===== config.mk =====
export PLATFORM = sky130hd
export DESIGN_NAME = alu_system_sequencer
export DESIGN_NICKNAME = d
export VERILOG_FILES = /design/src/rtl/alu_seq_pkg.sv /design/src/rtl/alu_seq_decode.sv /design/src/rtl/alu_system_sequencer.sv
export SDC_FILE = /design/constraint.sdc
export NUM_CORES = 1
export LEC_CHECK = 0
export ABC_CLOCK_PERIOD_IN_PS = 1600
export BUFFER_PORTS_ARGS = -buffer_cell sky130_fd_sc_hd__buf_2
export CORE_MARGIN = 2
export CORE_UTILIZATION = 43
export DETAILED_ROUTE_END_ITERATION = 7
export PLACE_DENSITY = 0.92
export RECOVER_POWER = 25
export SYNTH_ARGS = -nofsm -noshare
export SYNTH_HDL_FRONTEND = slang
export SYNTH_SLANG_ARGS = --single-unit

===== constraint.sdc =====
create_clock -name Clock -period 1.6 [get_ports Clock]
set_input_delay 0.16 -clock Clock [delete_from_list [all_inputs] [get_ports Clock]]
set_output_delay 0.16 -clock Clock [all_outputs]
set_load 0.02 [all_outputs]

===== src/rtl/alu_seq_pkg.sv =====
// Shared types and constants for the ALU system sequencer.
package alu_seq_pkg;

  localparam int unsigned IR_W   = 16;
  localparam int unsigned FLAG_W = 4;

  typedef enum logic [2:0] {
    S_IDLE    = 3'd0,
    S_INIT    = 3'd1,
    S_FETCH_L = 3'd2,
    S_FETCH_H = 3'd3,
    S_DECODE  = 3'd4,
    S_EXEC    = 3'd5,
    S_HALT    = 3'd6
  } state_t;

  // RF / ARF function codes
  localparam logic [2:0] FUN_DEC   = 3'b000;
  localparam logic [2:0] FUN_INC   = 3'b001;
  localparam logic [2:0] FUN_LOAD  = 3'b010;
  localparam logic [2:0] FUN_CLEAR = 3'b011;

  // ARF output D selects (memory address source)
  localparam logic [1:0] OUTD_PC = 2'b00;
  localparam logic [1:0] OUTD_AR = 2'b10;

  // Instruction classes, IR[15:14]
  localparam logic [1:0] CLS_ALU = 2'b00;
  localparam logic [1:0] CLS_LDI = 2'b01;
  localparam logic [1:0] CLS_LDM = 2'b10;
  localparam logic [1:0] CLS_CTL = 2'b11;

  // Mux selects
  localparam logic [1:0] MUXA_ALU = 2'b00;
  localparam logic [1:0] MUXA_MEM = 2'b10;
  localparam logic [1:0] MUXA_IMM = 2'b11;
  localparam logic [1:0] MUXB_IMM = 2'b11;

  localparam logic [2:0] ARF_SEL_PC = 3'b100;

  // Complete control bundle driven into the datapath
  typedef struct packed {
    logic [2:0] rf_outa_sel;
    logic [2:0] rf_outb_sel;
    logic [2:0] rf_fun_sel;
    logic [3:0] rf_reg_sel;
    logic [3:0] rf_scr_sel;
    logic [4:0] alu_fun_sel;
    logic       alu_wf;
    logic [1:0] arf_outc_sel;
    logic [1:0] arf_outd_sel;
    logic [2:0] arf_fun_sel;
    logic [2:0] arf_reg_sel;
    logic       ir_lh;
    logic       ir_write;
    logic       mem_wr;
    logic       mem_cs;
    logic [1:0] mux_a_sel;
    logic [1:0] mux_b_sel;
    logic       mux_c_sel;
  } ctl_t;

  // Register index 00..11 -> enable R1..R4 (bit3..bit0)
  function automatic logic [3:0] rf_onehot(input logic [1:0] idx);
    return 4'b1000 >> idx;
  endfunction

  // Nothing written, memory deselected
  function automatic ctl_t ctl_idle();
    ctl_t c;
    c        = '0;
    c.mem_cs = 1'b1;
    return c;
  endfunction

endpackage


===== src/rtl/alu_seq_decode.sv =====
// Combinational map from (state, IR, Z flag) to the datapath control bundle.
//   state  : current sequencer state
//   ir     : instruction register contents
//   z      : zero flag from the previous flag-writing ALU op
//   ctl_c  : control bundle (Moore w.r.t. state and IR)
module alu_seq_decode
  import alu_seq_pkg::*;
#(
  parameter logic [15:0] PC_START = 16'h0000
) (
  input  state_t          state,
  input  logic [IR_W-1:0] ir,
  input  logic            z,
  output ctl_t            ctl_c
);

  always_comb begin
    ctl_c = ctl_idle();
    unique case (state)
      S_INIT: begin
        ctl_c.arf_reg_sel = ARF_SEL_PC;
        // A non-zero start address is supplied on the MuxB constant path.
        if (PC_START != 16'h0000) begin
          ctl_c.arf_fun_sel = FUN_LOAD;
          ctl_c.mux_b_sel   = MUXB_IMM;
        end else begin
          ctl_c.arf_fun_sel = FUN_CLEAR;
        end
      end
      S_FETCH_L, S_FETCH_H: begin
        ctl_c.arf_outd_sel = OUTD_PC;
        ctl_c.mem_cs       = 1'b0;
        ctl_c.mem_wr       = 1'b0;
        ctl_c.ir_write     = 1'b1;
        ctl_c.ir_lh        = (state == S_FETCH_H);
        ctl_c.arf_reg_sel  = ARF_SEL_PC;
        ctl_c.arf_fun_sel  = FUN_INC;
      end
      S_EXEC: begin
        unique case (ir[15:14])
          CLS_ALU: begin
            ctl_c.alu_fun_sel = ir[13:9];
            ctl_c.rf_outa_sel = ir[5:3];
            ctl_c.rf_outb_sel = ir[2:0];
            ctl_c.alu_wf      = 1'b1;
            ctl_c.mux_a_sel   = MUXA_ALU;
            ctl_c.rf_fun_sel  = FUN_LOAD;
            ctl_c.rf_reg_sel  = rf_onehot(ir[7:6]);
          end
          CLS_LDI: begin
            ctl_c.mux_a_sel  = MUXA_IMM;
            ctl_c.rf_fun_sel = FUN_LOAD;
            ctl_c.rf_reg_sel = rf_onehot(ir[9:8]);
          end
          CLS_LDM: begin
            ctl_c.arf_outd_sel = OUTD_AR;
            ctl_c.mem_cs       = 1'b0;
            ctl_c.mem_wr       = 1'b0;
            ctl_c.mux_a_sel    = MUXA_MEM;
            ctl_c.rf_fun_sel   = FUN_LOAD;
            ctl_c.rf_reg_sel   = rf_onehot(ir[9:8]);
          end
          CLS_CTL: begin
            // BNZ: PC <- IR[7:0] when Z is clear; HALT drives nothing.
            if (ir[13] && !z) begin
              ctl_c.mux_b_sel   = MUXB_IMM;
              ctl_c.arf_fun_sel = FUN_LOAD;
              ctl_c.arf_reg_sel = ARF_SEL_PC;
            end
          end
          default: ;
        endcase
      end
      default: ;
    endcase
  end

endmodule


===== src/rtl/alu_system_sequencer.sv =====
// Hardwired control unit for the ALU system datapath.
// Runs fetch (two byte reads) -> decode -> execute over a 16-bit ISA.
//   Clock, Reset (async active-low), Start (pulse from IDLE/HALT)
//   IROut, FlagsOut   : feedback from the datapath
//   RF_*, ALU_*, ARF_*, IR_*, Mem_*, Mux*Sel : datapath controls
//   Busy, Halted      : status; InstrCount : retired instructions
module alu_system_sequencer
  import alu_seq_pkg::*;
#(
  parameter logic [15:0] PC_START = 16'h0000,
  parameter int unsigned CNT_W    = 16
) (
  input  logic             Clock,
  input  logic             Reset,
  input  logic             Start,
  input  logic [15:0]      IROut,
  input  logic [3:0]       FlagsOut,
  output logic [2:0]       RF_OutASel,
  output logic [2:0]       RF_OutBSel,
  output logic [2:0]       RF_FunSel,
  output logic [3:0]       RF_RegSel,
  output logic [3:0]       RF_ScrSel,
  output logic [4:0]       ALU_FunSel,
  output logic             ALU_WF,
  output logic [1:0]       ARF_OutCSel,
  output logic [1:0]       ARF_OutDSel,
  output logic [2:0]       ARF_FunSel,
  output logic [2:0]       ARF_RegSel,
  output logic             IR_LH,
  output logic             IR_Write,
  output logic             Mem_WR,
  output logic             Mem_CS,
  output logic [1:0]       MuxASel,
  output logic [1:0]       MuxBSel,
  output logic             MuxCSel,
  output logic             Busy,
  output logic             Halted,
  output logic [CNT_W-1:0] InstrCount
);

  state_t           state, state_n;
  logic             retire_c;
  ctl_t             ctl_c;
  logic             busy_q, halted_q;
  logic [CNT_W-1:0] cnt_q;
  logic             unused_flags;

  // Only Z steers control; the other flags are not consumed here.
  assign unused_flags = ^FlagsOut[2:0];

  // State register
  always_ff @(posedge Clock or negedge Reset) begin
    if (!Reset) state <= S_IDLE;
    else        state <= state_n;
  end

  // Next-state logic and retire strobe
  always_comb begin
    state_n  = state;
    retire_c = 1'b0;
    unique case (state)
      S_IDLE, S_HALT: if (Start) state_n = S_INIT;
      S_INIT:         state_n = S_FETCH_L;
      S_FETCH_L:      state_n = S_FETCH_H;
      S_FETCH_H:      state_n = S_DECODE;
      S_DECODE:       state_n = S_EXEC;
      S_EXEC: begin
        retire_c = 1'b1;
        if (IROut[15:14] == CLS_CTL && !IROut[13]) state_n = S_HALT;
        else                                       state_n = S_FETCH_L;
      end
      default:        state_n = S_IDLE;
    endcase
  end

  // Status flags track the state being entered, so they line up with it.
  always_ff @(posedge Clock or negedge Reset) begin
    if (!Reset) begin
      busy_q   <= 1'b0;
      halted_q <= 1'b0;
      cnt_q    <= '0;
    end else begin
      busy_q   <= (state_n == S_FETCH_L) || (state_n == S_FETCH_H) ||
                  (state_n == S_DECODE)  || (state_n == S_EXEC);
      halted_q <= (state_n == S_HALT);
      if (retire_c) cnt_q <= cnt_q + CNT_W'(1);
    end
  end

  alu_seq_decode #(
    .PC_START (PC_START)
  ) u_decode (
    .state (state),
    .ir    (IROut),
    .z     (FlagsOut[3]),
    .ctl_c (ctl_c)
  );

  assign RF_OutASel  = ctl_c.rf_outa_sel;
  assign RF_OutBSel  = ctl_c.rf_outb_sel;
  assign RF_FunSel   = ctl_c.rf_fun_sel;
  assign RF_RegSel   = ctl_c.rf_reg_sel;
  assign RF_ScrSel   = ctl_c.rf_scr_sel;
  assign ALU_FunSel  = ctl_c.alu_fun_sel;
  assign ALU_WF      = ctl_c.alu_wf;
  assign ARF_OutCSel = ctl_c.arf_outc_sel;
  assign ARF_OutDSel = ctl_c.arf_outd_sel;
  assign ARF_FunSel  = ctl_c.arf_fun_sel;
  assign ARF_RegSel  = ctl_c.arf_reg_sel;
  assign IR_LH       = ctl_c.ir_lh;
  assign IR_Write    = ctl_c.ir_write;
  assign Mem_WR      = ctl_c.mem_wr;
  assign Mem_CS      = ctl_c.mem_cs;
  assign MuxASel     = ctl_c.mux_a_sel;
  assign MuxBSel     = ctl_c.mux_b_sel;
  assign MuxCSel     = ctl_c.mux_c_sel;
  assign Busy        = busy_q;
  assign Halted      = halted_q;
  assign InstrCount  = cnt_q;

endmodule


-- Word-level counts from Yosys, hierarchy flattened
Cells that the tools add are included.
Widths: inputs -> output; s select.
- register bits after elaboration: 21
- input port bits: 23
- output and inout bits: 60
- word-level logic and storage cells: 54
- $add $sub $neg: 1
- equality and inequality tests: 14
- shift operators: 2
- muxes and demuxes: 21
- reduce and logical (&&, ||, !) cells: 12
- operators with widths (operator ; number):
    $eq 3x3->1 const B ; 6
    $mux 6 ; 3
    $pmux 3 s6 ; 1
    $pmux 6 s3 ; 1
    $add 16x1->16 const B ; 1
    $mux 13 ; 1
    $eq 3x2->1 const B ; 4
    $pmux 6 s2 ; 1
    $mux 2 ; 5
    $mux 5 ; 2
    $shr 4x2->4 const A ; 2
    $mux 3 ; 2
    $reduce_or 2->1 ; 3
    $eq 2x2->1 const B ; 2
    $mux 4 ; 1
    $pmux 2 s2 ; 1
    $eq 3x1->1 const B ; 1
    $logic_not 3->1 ; 1
    $logic_or 1x1->1 ; 3
    $eq 2x1->1 const B ; 1
    $logic_and 1x1->1 ; 2
    $logic_not 1->1 ; 2
    $logic_not 2->1 ; 1
    $mux 1 ; 2
    $pmux 1 s2 ; 1

-- Longest topological paths before layout
Gate-level depths: netlist (run 1).
- depth in word-level cells: 8
- gate-level depth with buffers: 5
- depth with buffers taken out: 5

-- Modules after synthesis
From an unflattened synthesis (run 1), not the netlist that was laid out.
- cell total of the unflattened synthesis: 154
- area total of the unflattened synthesis: 1436.4 sq um
- modules (own cells, without submodules) (module ; instances ; cells each ; area each (sq um) ; sequential area each (sq um)):
    alu_system_sequencer ; 1 ; 88 ; 980.9 ; 525.5
    alu_seq_decode ; 1 ; 66 ; 455.4 ; 0.0

-- Least setup slack after synthesis (run 1)
Ideal clock, no wire load.
- path type: register to output
- start point: register state[1]
- end point: output port RF_RegSel[2]
- data arrival time: 1.436 ns
- required time: 1.440 ns
- slack: 0.004 ns
- stages on the path, launching flop included: 5
- buffers on the path: 0
- path through: dfrtp_1 > nand3b_1 > nor2_1 > nand2_1 > nor2_1
- cells in the longest elaborated chain, start to end: 2
- RTL lines (what ; RTL line ; source):
    start, declared ; alu_system_sequencer.sv:41 ; state_t state, state_n;
    start signal, assigned ; alu_system_sequencer.sv:54 ; else state <= state_n;
    $eq 3x3->1 ; alu_seq_decode.sv:19 ; unique case (state)
    $mux 13 ; alu_seq_decode.sv:19 ;
    end, declared ; alu_system_sequencer.sv:21 ; output logic [3:0] RF_RegSel,
Every way passes these cells.

-- Worst setup path in the final report (run 1)
- start point: register state[1]
- end point: output port RF_RegSel[0]
Same word-level chain as after synthesis.

==> flow_summary.yaml, run 1 <==
sta:
  tightestPinTransition_ns: 1.06
  finalCritPeriodShare_pct: 106
  fin_tns_setup_ns: -0.297
  setup_violations: 4
  hold_viol_final: 0
  finalCriticalPeriod_ns: 1.69
  whs_ns: 0.143
  finClkSkew_ns: 0.00592
  rsz0062_at_grt: "yes"
  slew_violations: 0
  slew_headroom_pct: 29.6
  setup_slack_ns: -0.0905
  fmax_mhz: 592
placement:
  dp_hpwl_um: 2160
  place_congestion: 0.782
  portBuffers: 65
synthesis:
  synth_cells: 145
  synthMuxAreaShare_pct: 2.29
  synthAdderAreaFrac_pct: 5.49
  yosysMostFrequentCell: "dfrtp_1"
  synth_edf_count: 0
  synth.distinct_cells: 31
  yosysSeqAreaShare_pct: 38.5
  synth_area_leaders: "dfrtp_1 (38%), buf_4 (9.3%), xnor2_1 (7.1%)"
  yosysTopAreaCellShare_pct: 38.5
  synth_compound_gate_area_share_pct: 3.02
  syn_area_sq_mm: 0.00137
  syn_area_per_cell_sq_um: 9.42
  synth_top_family_by_area: "simple AND/OR/NAND/NOR gates"
  ys.flop_type: "dfrtp_1"
  yosys.area.top_type: "dfrtp_1"
  synth_simple_gate_area_share_pct: 29.8
  synthXorXnorAreaFrac_pct: 9.62
  yosys_warnings: 0
  synthArstFlopShare_pct: 100
  netlist_top_cells_count: "dfrtp_1 (21), buf_4 (17), and3_1 (15), nor2_1 (14), xnor2_1 (11)"
  ys_ff_latch: 21
global_routing:
  overflow: 0
  grt_max_degree: 22
  grt_pass1_vias: 1066
  grt_usage_pct: 15.8
  antenna_found_initial: 0
  grt_pass1_wl_um: 4400
drt:
  antenna_left: 0
  drcViolationCount: 0
  vias: 1239
  wl_um: 3110
  drt_iter0_drc: 53
  firstDrtPassIters: 4
  wl_per_cell_um: 11.8
  vias_per_cell: 4.71
clocking:
  clock_path_buffers: 2
  path_clk_slew_ns: 0.11
  clock_latency_ns: 0.30
  htreeDepth: 1
  cts.sinks: 21
  cts_buffers: 3
  cts_tree: "yes"
  clock-root-buffer: "clkbuf_4"
run:
  maxCapViolations: 0
min_path:
  worst_hold_path_type: "input port to flop"
status:
  outcome: "finished with violations"
  violations: "setup timing"
floorplan:
  ios: 83
  placementRows: 20
  dieArea_sq_mm: 0.00364
  die_x_um: 60.4
  core_sq_mm: 0.00303
  die_h_um: 60.4
  start_util_pct: 45.1
worst_setup_path:
  crit_path_end_kind: "output port"
  crit_arrival_ns: 1.53
  crit_fanout: 3
  crit_path_start_kind: "flop"
  path_class: "flop to output port"
  required_ns: 1.44
finish:
  multi_input_area_sq_um: 833
  num_antenna_cells: 0
  layout-drive-gt1-share_pct: 47.9
  final_nets: 249
  fillCellCount: 241
  fin_util_pct: 66.4
  register_area_sq_um: 526
  syn2layout_area_growth_pct: 47.2
pwr:
  ir_worst_vdd_mv: 0.885
  power.density_mw_per_mm2: 1050
  p_total_mw: 2.12
  leakage_nw: 1.08
-- where the power goes --
group          leakage, nW  internal [mW]  switching (mW)  total [mW]
clock               0.0150         0.0970           0.150       0.247
combinational        0.788          0.523           0.660        1.18
sequential           0.282          0.626          0.0658       0.692
total                 1.08           1.25           0.875        2.12
-- sequential cells by signal (all words and copies together), names as in the netlist --
name / flops
InstrCount: 16
Halted: 1
state: 3
Busy: 1
-- timing repair --
action,CTS,global route
hold endpoints to repair,21,0
setup buffers,4,1
pin swaps,4,14
endpoints found under the setup margin,19,24
cloned,0,1
gates resized for setup,26,46
hold buffers,1,0
-- placed cells by master, fill, tap and decap left out, types with 2 or more instances in the layout --
master    instances
and3_1            4
nor2_1            9
nand4_1           4
and2_4            4
nor3_1            2
xnor2_1          11
nand3_1           2
nor2_2            3
and3_4           10
nand3b_1          3
mux2i_1           2
buf_6            22
o21ai_0           2
buf_2            40
inv_1             3
nand2b_1          5
buf_4            13
conb_1           14
dfrtp_1          21
nand2_1          10
ha_1              6
nor2_4            2
a21oi_1           2
clkbuf_1          2
xor2_1            4
clkbuf_4          3
and2_1            3
-- cell families (layout without fill, tap and decap cells) --
kind of cell | count (synthesis) | after routing
xor gates and xnor gates | 15 | 15
and+or+nand+nor | 69 | 69
muxes | 3 | 3
buffers and inverters | 23 | 84
other | 1 | 14
AOI/OAI and AO/OA | 7 | 7
DFF | 21 | 21
adders and majority gates | 6 | 6
-- final cells by class --
class                           count  area share (%)
Tap cell                           44            2.74
Sequential cell                    21            26.1
Multi-Input combinational cell    114            41.4
Clock buffer                        4            1.31
Timing Repair Buffer               77            27.8
Inverter                            3           0.560
-- layer usage --
metal  global-route usage [%]  up-vias  routed length (um)
li1                         -      601                   -
met1                     17.7      594                1200
met2                     29.7       42                1690
met3                     3.41        2                 210
met4                     4.76        0                   4
met5                        0        -                   0
-- stage by stage --
step / setup WS, ns / cell area (sq um) / std cells
2_1_floorplan: 0.00431 / 1420 / 158
3_3_place_gp: 0.0586 / 1710 / 254
3_5_place_dp: 0.0422 / 1710 / 254
4_1_cts: -0.104 / 1840 / 262
5_1_grt: -0.170 / 2010 / 263
6_report: -0.0905 / 2010 / 263
-- path summary, 6_finish.rpt --
check	start	slack (ns)	to	cells after the start
worst max-delay path	state[1]	-0.09	RF_RegSel[0]	4
worst min-delay path	Start	0.14	state[0]	3
worst max register to register	state[1]	0.03	InstrCount[14]	5
worst min register to register	InstrCount[15]	0.49	InstrCount[15]	1
max in group asynchronous	Reset	0.41	Halted	2
min in group asynchronous	Reset	0.56	InstrCount[13]	2
-- worst max-delay path, cell delays in order, from the launching register on --
cell      delay (ns)
dfrtp_1         0.40
nand3b_1        0.21
or3_4           0.41
nor2_2          0.11
buf_6           0.12
Power figures use the tool's default switching activity.
==> run 2: changes to the inputs <==
--- a/config.mk
+++ b/config.mk
@@ -11,7 +11,7 @@
 export CORE_UTILIZATION = 43
 export DETAILED_ROUTE_END_ITERATION = 7
 export PLACE_DENSITY = 0.92
-export RECOVER_POWER = 25
+export RECOVER_POWER = 50
 export SYNTH_ARGS = -nofsm -noshare
 export SYNTH_HDL_FRONTEND = slang
 export SYNTH_SLANG_ARGS = --single-unit
==> run 2 against run 1 <==
Compared with the run above: the run still ends with setup timing left; critical path type unchanged; die area did not move; clock skew barely moved; routed wire length barely moved; global-route usage did not move; clock power barely moved; non-clock buffer count did not move.
==> flow_summary.yaml, run 2 (synthesis results as in run 1) <==
finish:
  fin_area_sq_mm: 0.00201
  syn2layout_area_growth_pct: 47.0
  layout-drive-gt1-share_pct: 47.0
  fin_util_pct: 66.3
  final_nets: 249
  layout_common_cells: "buf_2 (38), buf_6 (22), dfrtp_1 (21)"
  fillCellCount: 242
  largest_reg_flops: 16
  final_common_cell: "buf_2"
  num_antenna_cells: 0
worst_setup_path:
  crit_path_start_kind: "flop"
  reg2reg_slack_ns: 0.03
  slowest_delay_ns: 0.41
  worstPathCellList: "nand3b_1 -> or3_4 -> nor2_2 -> buf_6"
  path_class: "flop to output port"
  reg2reg_depth: 5
  required_ns: 1.44
  slowest_stage: "or3_4"
  crit_fanout: 3
  reg2reg_from: "state[1]"
  crit_arrival_ns: 1.53
  crit_path_end_kind: "output port"
  startpoint: "state[1]"
floorplan:
  ios: 83
  die_h_um: 60.4
  placementRows: 20
  core_sq_mm: 0.00303
  start_util_pct: 45.1
  dieArea_sq_mm: 0.00364
  die_x_um: 60.4
clocking:
  cts_tree: "yes"
  cts.sinks: 21
  clock_path_buffers: 2
  htreeDepth: 1
  cts_buffers: 3
  clock_latency_ns: 0.30
  path_clk_slew_ns: 0.11
  clock-root-buffer: "clkbuf_4"
global_routing:
  grt_max_degree: 22
  overflow: 0
  antenna_found_initial: 0
  grt_pass1_vias: 1066
  grt_pass1_wl_um: 4400
  grt_usage_pct: 15.8
sta:
  fin_tns_setup_ns: -0.297
  rsz0062_at_grt: "yes"
  whs_ns: 0.143
  finClkSkew_ns: 0.00591
  finalCritPeriodShare_pct: 106
  setup_violations: 4
  slew_headroom_pct: 29.6
  tightestPinTransition_ns: 1.06
  hold_viol_final: 0
  setup_slack_ns: -0.0905
  fmax_mhz: 592
  finalCriticalPeriod_ns: 1.69
  slew_violations: 0
pwr:
  ir_worst_vdd_mv: 0.887
  leakage_nw: 1.08
  power.density_mw_per_mm2: 1050
  p_total_mw: 2.12
drt:
  vias_per_cell: 4.72
  wl_um: 3110
  vias: 1241
  firstDrtPassIters: 4
  wl_per_cell_um: 11.8
  drcViolationCount: 0
  antenna_left: 0
  drt_iter0_drc: 53
placement:
  place_congestion: 0.782
  placed_area_sq_mm: 0.00171
  portBuffers: 65
  dp_hpwl_um: 2160
min_path:
  worstHoldPathCells: 3
  hold_start: "Start"
  worst_hold_path_type: "input port to flop"
status:
  outcome: "finished with violations"
  violations: "setup timing"
run:
  maxCapViolations: 0
run 2: metrics by stage:
step                      setup WS (ns)  std cells
final                           -0.0905        263
after global routing             -0.170        263
after CTS                        -0.104        262
after detailed placement         0.0422        254
after global placement           0.0586        254
after floorplan                 0.00431        158
run 2: area by class of cell:
type | count | area (sq um) | share of cell area (%)
multi-input combinational | 114 | 833 | 41.5
clock buffer | 4 | 26.3 | 1.31
timing repair buffer | 77 | 557 | 27.7
sequential | 21 | 526 | 26.2
tap | 44 | 55.1 | 2.74
inverter | 3 | 11.3 | 0.561
run 2: routing by layer:
metal | global-route usage [%] | vias to the layer above | wire length (um)
li1 | - | 601 | -
met1 | 17.7 | 596 | 1210
met2 | 29.7 | 42 | 1690
met3 | 3.41 | 2 | 210
met4 | 4.76 | 0 | 4
met5 | 0 | - | 0
run 2: final timing paths:
kind / end
setup / recovery: RF_RegSel[0]
hold / removal: state[0]
setup reg to reg: InstrCount[14]
hold reg to reg: InstrCount[15]
max in group asynchronous: Halted
min in group asynchronous: InstrCount[13]
run 2: what timing repair did:
| action | CTS | global route |
|---|---|---|
| pin swaps | 4 | 14 |
| buffers inserted | 4 | 1 |
| endpoints found under the setup margin | 19 | 24 |
| cloned | 0 | 1 |
| hold endpoints to repair | 21 | 0 |
| hold buffers | 1 | 0 |
| resized for setup | 26 | 46 |
run 2: worst max-delay path: cells and delay by family, from the launching register on:
| kind | cells | cell delay (ns) |
|---|---|---|
| buffers and inverters | 1 | 0.12 |
| and+or+nand+nor | 3 | 0.73 |
| DFF | 1 | 0.40 |
run 2: where the power goes:
part | total, mW | internal, mW | switching, mW
sequential | 0.693 | 0.626 | 0.0665
combinational | 1.18 | 0.518 | 0.660
clock | 0.247 | 0.0970 | 0.150
total | 2.12 | 1.24 | 0.876
